File: config.mk
export PLATFORM = sky130hd
export DESIGN_NAME = key_sr_driver
export DESIGN_NICKNAME = d
export VERILOG_FILES = /design/src/rtl/key_sr_pkg.sv /design/src/rtl/key_debounce.sv /design/src/rtl/key_sr_driver.sv
export SDC_FILE = /design/constraint.sdc
export NUM_CORES = 1
export LEC_CHECK = 0
export CORE_MARGIN = 2
export CORE_UTILIZATION = 60
export DETAILED_ROUTE_END_ITERATION = 8
export PLACE_DENSITY = 0.78
export SETUP_SLACK_MARGIN = 0.3
export SLEW_MARGIN = 30
export SYNTH_ARGS = -nofsm -noshare
export SYNTH_HDL_FRONTEND = slang
export SYNTH_SLANG_ARGS = --single-unit
File: constraint.sdc
create_clock -name clk -period 2.5 [get_ports clk]
set_input_delay 0.25 -clock clk [delete_from_list [all_inputs] [get_ports clk]]
set_output_delay 0.25 -clock clk [all_outputs]
set_load 0.03 [all_outputs]
File: src/rtl/key_sr_pkg.sv
// Shared types and constants for the key-driven SR latch driver.
package key_sr_pkg;

  // Width of the pulse-length counter; pulses are 1..15 cycles long.
  localparam int PCNT_W = 4;

  // Driver FSM states.
  typedef enum logic [1:0] {
    IDLE     = 2'd0,
    PULSE_S  = 2'd1,
    PULSE_R  = 2'd2,
    WAIT_REL = 2'd3
  } state_t;

endpackage

File: src/rtl/key_debounce.sv
// Two-flop synchronizer plus stability-counter debouncer for one raw key.
// The level follows the synchronized key only after DB_LIMIT consecutive
// disagreeing samples; rise pulses for one cycle when the level goes 0->1.
module key_debounce #(
  parameter int DB_LIMIT = 50000,
  parameter int DB_W     = 16
) (
  input  logic clk,
  input  logic rst_n,
  input  logic key,
  output logic level,
  output logic rise
);

  localparam logic [DB_W-1:0] LAST = DB_W'(DB_LIMIT - 1);

  logic            sync1;
  logic            sync2;
  logic [DB_W-1:0] cnt;

  // Bring the asynchronous key into the clock domain.
  always_ff @(posedge clk or negedge rst_n) begin
    if (!rst_n) begin
      sync1 <= 1'b0;
      sync2 <= 1'b0;
    end else begin
      sync1 <= key;
      sync2 <= sync1;
    end
  end

  // Count consecutive disagreeing samples; any agreeing sample restarts the run.
  always_ff @(posedge clk or negedge rst_n) begin
    if (!rst_n) begin
      cnt   <= '0;
      level <= 1'b0;
      rise  <= 1'b0;
    end else begin
      rise <= 1'b0;
      if (sync2 == level) begin
        cnt <= '0;
      end else if (cnt == LAST) begin
        cnt   <= '0;
        level <= sync2;
        rise  <= sync2;
      end else begin
        cnt <= cnt + 1'b1;
      end
    end
  end

endmodule

File: src/rtl/key_sr_driver.sv
// Turns debounced set/clear buttons into fixed-width active-low pulses for a
// downstream NAND SR latch, tracking the latch state those pulses imply.
// Optional feature macro KEY_SR_LATCH_CHECK_EN adds a latch readback input
// (latch_q) and a sticky mismatch flag (err).
module key_sr_driver
  import key_sr_pkg::*;
#(
  parameter int DB_LIMIT     = 50000,
  parameter int DB_W         = 16,
  parameter int PULSE_CYCLES = 4
) (
  input  logic clk,
  input  logic rst_n,
  input  logic key_set,
  input  logic key_clr,
  output logic notS,
  output logic notR,
  output logic q_expect,
  output logic busy
`ifdef KEY_SR_LATCH_CHECK_EN
  ,
  input  logic latch_q,
  output logic err
`endif
);

  localparam logic [PCNT_W-1:0] PLAST = PCNT_W'(PULSE_CYCLES - 1);

  logic              set_level;
  logic              set_rise;
  logic              clr_level;
  logic              clr_rise;
  state_t            state;
  state_t            state_n;
  logic [PCNT_W-1:0] pcnt;
  logic [PCNT_W-1:0] pcnt_n;
  logic              nots_n;
  logic              notr_n;
  logic              q_n;

  key_debounce #(.DB_LIMIT(DB_LIMIT), .DB_W(DB_W)) u_db_set (
    .clk   (clk),
    .rst_n (rst_n),
    .key   (key_set),
    .level (set_level),
    .rise  (set_rise)
  );

  key_debounce #(.DB_LIMIT(DB_LIMIT), .DB_W(DB_W)) u_db_clr (
    .clk   (clk),
    .rst_n (rst_n),
    .key   (key_clr),
    .level (clr_level),
    .rise  (clr_rise)
  );

  // Next-state logic; pulse outputs are computed here and registered below.
  always_comb begin
    state_n = state;
    pcnt_n  = pcnt;
    nots_n  = 1'b1;
    notr_n  = 1'b1;
    q_n     = q_expect;
    case (state)
      IDLE: begin
        if (clr_rise) begin
          state_n = PULSE_R;
          pcnt_n  = '0;
          notr_n  = 1'b0;
        end else if (set_rise) begin
          state_n = PULSE_S;
          pcnt_n  = '0;
          nots_n  = 1'b0;
        end
      end
      PULSE_S: begin
        if (pcnt == PLAST) begin
          state_n = WAIT_REL;
          q_n     = 1'b1;
        end else begin
          pcnt_n = pcnt + 1'b1;
          nots_n = 1'b0;
        end
      end
      PULSE_R: begin
        if (pcnt == PLAST) begin
          state_n = WAIT_REL;
          q_n     = 1'b0;
        end else begin
          pcnt_n = pcnt + 1'b1;
          notr_n = 1'b0;
        end
      end
      WAIT_REL: begin
        if (!set_level && !clr_level) begin
          state_n = IDLE;
        end
      end
      default: state_n = IDLE;
    endcase
  end

  // State, counter and glitch-free pulse outputs straight from flops.
  always_ff @(posedge clk or negedge rst_n) begin
    if (!rst_n) begin
      state    <= IDLE;
      pcnt     <= '0;
      notS     <= 1'b1;
      notR     <= 1'b1;
      q_expect <= 1'b0;
    end else begin
      state    <= state_n;
      pcnt     <= pcnt_n;
      notS     <= nots_n;
      notR     <= notr_n;
      q_expect <= q_n;
    end
  end

  assign busy = (state != IDLE);

`ifdef KEY_SR_LATCH_CHECK_EN
  logic miss_seen;
  logic mismatch;

  assign mismatch = (state == IDLE) && (latch_q != q_expect);

  // Flag a latch that disagrees with the expected state two idle cycles running.
  always_ff @(posedge clk or negedge rst_n) begin
    if (!rst_n) begin
      miss_seen <= 1'b0;
      err       <= 1'b0;
    end else begin
      miss_seen <= mismatch;
      if (mismatch && miss_seen) begin
        err <= 1'b1;
      end
    end
  end
`endif

endmodule

=== Word level (Yosys, flattened, before mapping) ===
Index checks and enable logic that the tools add are counted.

* Bits in registers: 49
* Input port bits: 4
* Word-level logic and storage cells: 73

* $add $sub $neg: 3
* Equal/unequal tests: 14
* Muxes and demuxes: 26
* Bitwise operators: 2
* Reductions and logical operators: 13

{| class="wikitable"
|+ Operators by type and width
! operator !! number
|-
| 2-to-1 mux 16 bit || 4
|-
| adder 16 x 1 -> 16 bit (second input constant) || 2
|-
| == test 16 bit (second input constant) || 2
|-
| 2-to-1 mux 4 bit || 3
|-
| 2-to-1 mux 1 bit || 10
|-
| AND reduction 3 bit || 3
|-
| 2-to-1 mux 2 bit || 4
|-
| != test 2 bit (second input constant) || 4
|-
| case mux 4 bit (2 select lines) || 1
|-
| case mux 1 bit (2 select lines) || 3
|-
| case mux 2 bit (3 select lines) || 1
|-
| nonzero test 2 bit || 3
|-
| adder 4 x 1 -> 4 bit (second input constant) || 1
|-
| == test 2 bit (second input constant) || 2
|-
| == test 4 x 2 -> 1 bit (second input constant) || 1
|-
| AND reduction 2 bit || 2
|-
| != test 3 x 1 -> 1 bit (second input constant) || 1
|-
| == test 1 bit || 2
|-
| == test 2 x 1 -> 1 bit (second input constant) || 1
|-
| logical NOT 1 bit || 2
|-
| logical NOT 2 bit || 1
|-
| != test 2 x 1 -> 1 bit (second input constant) || 1
|-
| inverter 1 bit || 2
|-
| OR reduction 2 bit || 1
|-
| logical AND 1 bit || 1
|}

=== Logic depth before layout (Yosys ltp) ===
Gate-level depths: netlist of the first run.

* Depth after elaboration: 4
* Mapped depth: 7

=== Cells and area by module ===
A second synthesis of the first run with hierarchy kept.

* Cells, all modules: 241
* Area, all modules: 2522.4 um2

{| class="wikitable"
|+ By module, submodules not included
! module !! times used !! cells an instance !! area an instance (um2) !! seq. area each (um2)
|-
| key_debounce || 2 || 91 || 968.4 || 500.5
|-
| key_sr_driver || 1 || 59 || 585.6 || 227.7
|}

=== Worst setup path after synthesis of the first run ===
Ideal clock, no wire load.

* Path type: register to register
* Start: register u_db_clr.cnt[5]
* End: register u_db_clr.level
* Library setup time: 125 ps
* Arrival time: 1755 ps
* Required time: 2375 ps
* Slack: 620 ps
* Stages on the path, launching flop included: 4
* Cells stage by stage: dfrtp_1 or4b_1 or4_4 mux2_4

* Word-level cells in the longest chain between the ends: 2

{| class="wikitable"
|+ RTL lines
! element !! line !! text
|-
| from (decl) || key_debounce.sv:19 || <nowiki>logic [DB_W-1:0] cnt;</nowiki>
|-
| from (signal assigned) || key_debounce.sv:47 || <nowiki>cnt <= cnt + 1'b1;</nowiki>
|-
| == test 16 bit || key_debounce.sv:42 || <nowiki>end else if (cnt == LAST) begin</nowiki>
|-
| AND reduction 2 bit (no line) || -- ||
|-
| to (signal assigned) || key_debounce.sv:44 || <nowiki>level <= sync2;</nowiki>
|-
| to (decl) || key_debounce.sv:11 || <nowiki>output logic level,</nowiki>
|}

No other way between the ends.
A chain may end at the register's enable or synchronous reset.

=== Worst setup path after layout of the first run ===
* Start: register state[0]
* End: output busy

* Word-level cells in the longest chain between the ends: 1

{| class="wikitable"
|+ RTL lines
! element !! line !! text
|-
| from (decl) || key_sr_driver.sv:33 || <nowiki>state_t state;</nowiki>
|-
| from (signal assigned) || key_sr_driver.sv:112 || <nowiki>state <= state_n;</nowiki>
|-
| nonzero test 2 bit || key_sr_driver.sv:120 || <nowiki>assign busy = (state != IDLE);</nowiki>
|-
| to (decl) || key_sr_driver.sv:19 || <nowiki>output logic busy</nowiki>
|}

No other way between the ends.

==> results of run 1 <==
cells in the mapped netlist (3+ instances only):
cell type | number | area [sq um]
dfrtp_1 | 47 | 1180
nor2_1 | 37 | 139
xnor2_1 | 24 | 210
nand3_1 | 14 | 70.1
inv_1 | 12 | 45.0
nand2_1 | 12 | 45.0
ha_1 | 7 | 87.6
nor3_1 | 7 | 35.0
nor4_1 | 7 | 43.8
a21oi_1 | 6 | 30.0
nand4_1 | 6 | 37.5
o21ai_0 | 6 | 30.0
xor2_1 | 5 | 43.8
a22o_1 | 4 | 35.0
nor3b_1 | 3 | 22.5
o22ai_1 | 3 | 18.8
routing by layer:
layer	share of wire, %	global-route usage [%]
met1	47	28.0
met2	46	31.9
met3	5.9	5.07
met4	1.0	6.89
met5	0	0
cells by family (layout without fill, tap and decap cells):
logic type,count (synthesis),after routing
xor gates and xnor gates,29,29
AOI/OAI and AO/OA,25,25
DFF,49,49
adders and majority gates,7,7
and+or+nand+nor,103,103
buffers and inverters,16,31
muxes,2,2
through the flow:
stage	cells	setup slack (ns)	hold WS, ns	util [%]	cell area [sq um]
after detailed placement	286	0.506	0.169	66.9	2480
after global placement	286	0.568	0.164	66.9	2480
after floorplan	231	0.620	-0.0456	-	2350
after global routing	294	0.304	0.378	69.5	2580
after CTS	294	0.415	0.365	69.5	2580
final	294	0.429	0.365	69.5	2580
final cells by class:
| type | instances | area share [%] |
|---|---|---|
| repair buffers | 12 | 4.07 |
| multi-input cells | 166 | 40.9 |
| clock buffers | 7 | 3.34 |
| well taps | 48 | 2.33 |
| flip-flops and latches | 49 | 47.6 |
| inverters | 12 | 1.75 |
sequential cells by signal, indices dropped and copies added (netlist names), 2 cells and up:
name and cells:
u_db_clr.cnt 16, pcnt 4, state 2, u_db_set.cnt 16
worst min path at each step:
stage	startpoint	endpoint	slack, ns	depth (start not counted)
floorplan	rst_n	pcnt[0]	-0.05	0
global placement	rst_n	pcnt[2]	0.16	1
detailed placement	rst_n	pcnt[2]	0.17	1
CTS	u_db_set.sync1	u_db_set.sync2	0.36	0
global route	key_clr	u_db_clr.sync1	0.38	1
finish	u_db_clr.sync1	u_db_clr.sync2	0.36	0
where the power goes:
group	switching (mW)	internal [mW]
logic	0.0291	0.0165
registers	0.0104	0.803
clock network	0.228	0.220
layout by cell type (no fill, tap or decap), types with 2 or more instances in the layout:
master / Yosys / final
or2_2: 2 / 2
nand2_1: 12 / 12
clkbuf_8: 0 / 6
dfrtp_1: 47 / 47
o22ai_1: 3 / 3
nor2_1: 37 / 37
nand2b_1: 2 / 2
buf_4: 0 / 4
or3_1: 2 / 2
dfstp_2: 2 / 2
a22o_1: 4 / 4
o21ai_0: 6 / 6
o22a_1: 2 / 2
or4_1: 2 / 2
xnor2_1: 24 / 24
ha_1: 7 / 7
a21oi_1: 6 / 6
or4b_1: 2 / 2
nor4_1: 7 / 7
xor2_1: 5 / 5
nand3_1: 14 / 14
inv_1: 12 / 12
and3_1: 2 / 2
nor3b_1: 3 / 3
nor3_1: 7 / 7
nand4_1: 6 / 6
clkdlybuf4s50_1: 0 / 6
==> qor.txt, run 1 <==
maxcap violations -> 0
global-route wire length before repair -> 6780 microns
I/O pins -> 8
Hold Path Class -> flip-flop to flip-flop
final worst path period need -> 2.07 ns
Setup CP Type -> flip-flop to primary output
crit path DAT -> 1.82 ns
CTS tree -> yes
CTS resizes -> 0
routed via count -> 1,682
row cnt -> 22
Post-Synthesis Cells -> 231
Initial DRT Pass Iterations -> 4
Tot GR Track Use -> 20.4%
postcts setup bufs -> 0
max frequency -> 483 MHz
ys flop type -> dfrtp_1
total routed wirelength -> 3910 microns
initial antenna violation count -> 0
Reg-to-Reg End -> u_db_clr.cnt[11]
number of fillers in the final layout -> 281
Worst VDD drop -> 0.478 mV
WL per Instance -> 13.3 microns
slowest stage delay, CP -> 0.66 ns
largest net degree at the start of global routing -> 37
Worst-path clk slew -> 0.08 ns
synthesized area -> 2350 sq um
Setup TNS -> 0 ns
largest family of logic cells by synthesized area -> simple AND/OR/NAND/NOR gates
EDFF count, synth -> 0
R2R Setup Slk -> 0.50 ns
worst reg2reg startpoint -> u_db_clr.cnt[5]
Critical Path End Type -> primary output
area share of xor/xnor cells in the synthesized design -> 10.8%
Slew headroom -> 61.6%
hold-fix buffer count after cts -> 1
sequential cell area -> 1230 sq um
crit share post-route -> 82.8%
RSZ-0062 raised after global routing -> false
worst path cell trace -> inv_1 -> ha_1 -> inv_1 -> clkdlybuf4s50_1
CP max FO -> 9
share of cells above drive strength 1 -> 8.13%
Inserted Clock Buffers -> 5
Final Power -> 1.31 mW
Starting DRT DRC Count -> 69
number of global-route vias before repair -> 1,562
# DRC -> 0
Levels on crit path -> 4
area grow syn2layout -> 9.68%
Setup crit end -> busy
Post-Synth Simple-Gate Area -> 22.1%
Die X -> 66.6 microns
Final Hold Vio Count -> 0
Pwr Density -> 506 nW/um^2
worst slew pin tran -> 0.575 ns
hpwl dp -> 2830 microns
Syn. warnings -> 0
proportion of synthesized area in mux cells -> 1.12%
CP Launch Point -> state[0]
status -> complete, no violations
clock sinks -> 49
Worst path top cell family by delay -> buffers and inverters
Max clock buf depth -> 2
Port-buffer cells -> 7
startpoint types -> flip-flop
Congestion Overflow GR -> 0
Bufs and invs on worst path -> 3
endpoint required time on the critical path -> 2.25 ns
Worst Skew -> 0.00316 ns
Nets -> 257
die footprint -> 4440 sq um
Die Ht -> 66.6 microns
Core Area -> 3720 sq um
Slowest-stage cell, CP -> clkdlybuf4s50_1
register area share after synthesis -> 52.2%
antenna-violating nets left -> 0
H-tree depth -> 2
Root Buffer -> clkbuf_8
Distinct cells, synth -> 38
Post-synth ARST share -> 100%
Leak -> 1.06 nW
FF-to-FF path depth -> 4
RePlAce Congestion -> 0.892
Post-Synthesis Net Count -> 242
ant diodes -> 0
Post-Synth Adder-Cell Area -> 3.72%
Initial Util -> 63.3%
post-DR vias/cell -> 5.72
post-synthesis compound-gate area fraction -> 7.18%
Seq cells post-synth -> 49
multi-input logic area -> 1060 sq um
max-slew violations -> 0
Final setup violation count -> 0
CP most frequent cell -> inv_1
average cell area after synthesis -> 10.2 sq um
clock latency at the later pin of the worst-skew pair -> 0.29 ns
No activity file was read; power rests on OpenSTA's default activity.
==> run 2, diff against run 1 <==
- clock period: 2.5 -> 2.1 ns (I/O delays scaled with it)
==> qor.txt, run 2 (same netlist as run 1, synthesis figures left out) <==
status -> complete, no violations
Inserted Clock Buffers -> 5
routed via count -> 1,767
share of cells above drive strength 1 -> 17.2%
Reg-to-Reg End -> u_db_clr.cnt[4]
Leak -> 1.16 nW
ant diodes -> 0
Setup crit end -> u_db_clr.cnt[4]
Levels on crit path -> 5
Die Ht -> 66.6 microns
post-DR vias/cell -> 5.70
Layout Utilization -> 74.7%
largest net degree at the start of global routing -> 21
WL per Instance -> 14.6 microns
crit share post-route -> 92.7%
Slowest-stage cell, CP -> or4_4
I/O pins -> 8
row cnt -> 22
Starting DRT DRC Count -> 149
max frequency -> 514 MHz
worst path cell trace -> or4b_4 -> or4_4 -> buf_12 -> nand2_8 -> nor2_1
Bufs and invs on worst path -> 1
top flop regs -> u_db_clr.cnt: 16 flops, u_db_set.cnt: 16 flops, pcnt: 4 flops
crit path DAT -> 2.12 ns
Nets -> 272
worst reg2reg startpoint -> u_db_clr.cnt[13]
global-route wire length before repair -> 7820 microns
antenna-violating nets left -> 0
Worst Skew -> 0.00874 ns
DR top layer -> met4
Die X -> 66.6 microns
Tot GR Track Use -> 23.9%
clock latency at the later pin of the worst-skew pair -> 0.29 ns
Hold Path Class -> input pin to async pin
Root Buffer -> clkbuf_8
final worst path period need -> 1.95 ns
slowest stage delay, CP -> 0.59 ns
Worst VDD drop -> 0.468 mV
R2R Setup Slk -> 0.15 ns
Congestion Overflow GR -> 0
area grow syn2layout -> 17.9%
hpwl dp -> 2830 microns
total routed wirelength -> 4510 microns
CTS tree -> yes
commonest non-fill, non-tap cell in the layout -> dfrtp_1
Initial DRT Pass Iterations -> 5
Setup TNS -> 0 ns
Worst path top cell family by delay -> simple AND/OR/NAND/NOR gates
max-slew violations -> 0
Core Area -> 3720 sq um
maxcap violations -> 0
startpoint types -> flip-flop
met3 wire length -> 192 microns
Slew headroom -> 55.0%
# DRC -> 0
RSZ-0062 raised after global routing -> true
CP Launch Point -> u_db_clr.cnt[13]
Final Power -> 1.62 mW
WL met2 -> 2110 microns
worst slew pin tran -> 0.673 ns
WHS -> 0.347 ns
Max clock buf depth -> 2
Port-buffer cells -> 7
initial antenna violation count -> 0
wire length on met1 -> 2160 microns
Critical Path End Type -> flip-flop
H-tree depth -> 2
clock sinks -> 49
Final setup violation count -> 0
die footprint -> 4440 sq um
Worst-path clk slew -> 0.09 ns
Final Hold Vio Count -> 0
CP max FO -> 8
Setup CP Type -> flip-flop to flip-flop
FF-to-FF path depth -> 5
RePlAce Congestion -> 0.884
Pwr Density -> 584 nW/um^2
number of global-route vias before repair -> 1,676
commonest cells after routing, fill and taps aside -> 47 x dfrtp_1, 33 x nor2_1, 24 x xnor2_1
endpoint required time on the critical path -> 2.28 ns
Initial Util -> 63.3%
run 2: cell count changes in the layout (fill, tap and decap cells not counted), moves of 2 or more:
cell and delta:
buf_4 +13, nor2_1 -4, nor2_2 +2, nor2_4 +2
run 2: report_power, final:
part           leakage [nW]  switching (mW)  internal (mW)
registers             0.664          0.0127          0.956
logic                 0.439          0.0405         0.0234
clock network        0.0542           0.291          0.298
run 2: worst min path at each step:
stage                     depth (start not counted)  startpoint  slack [ns]        endpoint
final                                             2       rst_n        0.35         pcnt[3]
after CTS                                         1     key_set        0.34  u_db_set.sync1
after global placement                            1       rst_n        0.14         pcnt[3]
after floorplan                                   0       rst_n       -0.09         pcnt[0]
after detailed placement                          1       rst_n        0.14         pcnt[3]
after global routing                              1     key_clr        0.35  u_db_clr.sync1
run 2: what timing repair did:
action	in CTS	in global routing
endpoints found under the setup margin	20	25
hold endpoints to repair	12	0
gates cloned	1	0
pin swaps	4	1
resized for setup	10	4
hold buffers	1	0
setup buffers	9	2
run 2: layout make-up:
type | instances | area (sq um)
Sequential cell | 49 | 1230
Multi-Input combinational cell | 167 | 1120
Fill cell | 263 | 941
Timing Repair Buffer | 26 | 223
Clock buffer | 7 | 96.3
Tap cell | 48 | 60.1
Inverter | 12 | 45.0
Clock inverter | 1 | 5.00
run 2: stage by stage:
| stage | instance area, sq um | setup WS (ns) | cells |
|---|---|---|---|
| 3_5_place_dp | 2510 | 0.144 | 289 |
| 5_1_grt | 2780 | 0.119 | 310 |
| 3_3_place_gp | 2510 | 0.177 | 289 |
| 6_report | 2780 | 0.154 | 310 |
| 2_1_floorplan | 2350 | 0.246 | 231 |
| 4_1_cts | 2750 | 0.198 | 308 |
run 2: layer usage:
layer / vias to the layer above / GRT usage, %
li1: 863 / -
met1: 852 / 34.6
met2: 46 / 35.6
met3: 6 / 6.08
met4: 0 / 6.63
met5: - / 0
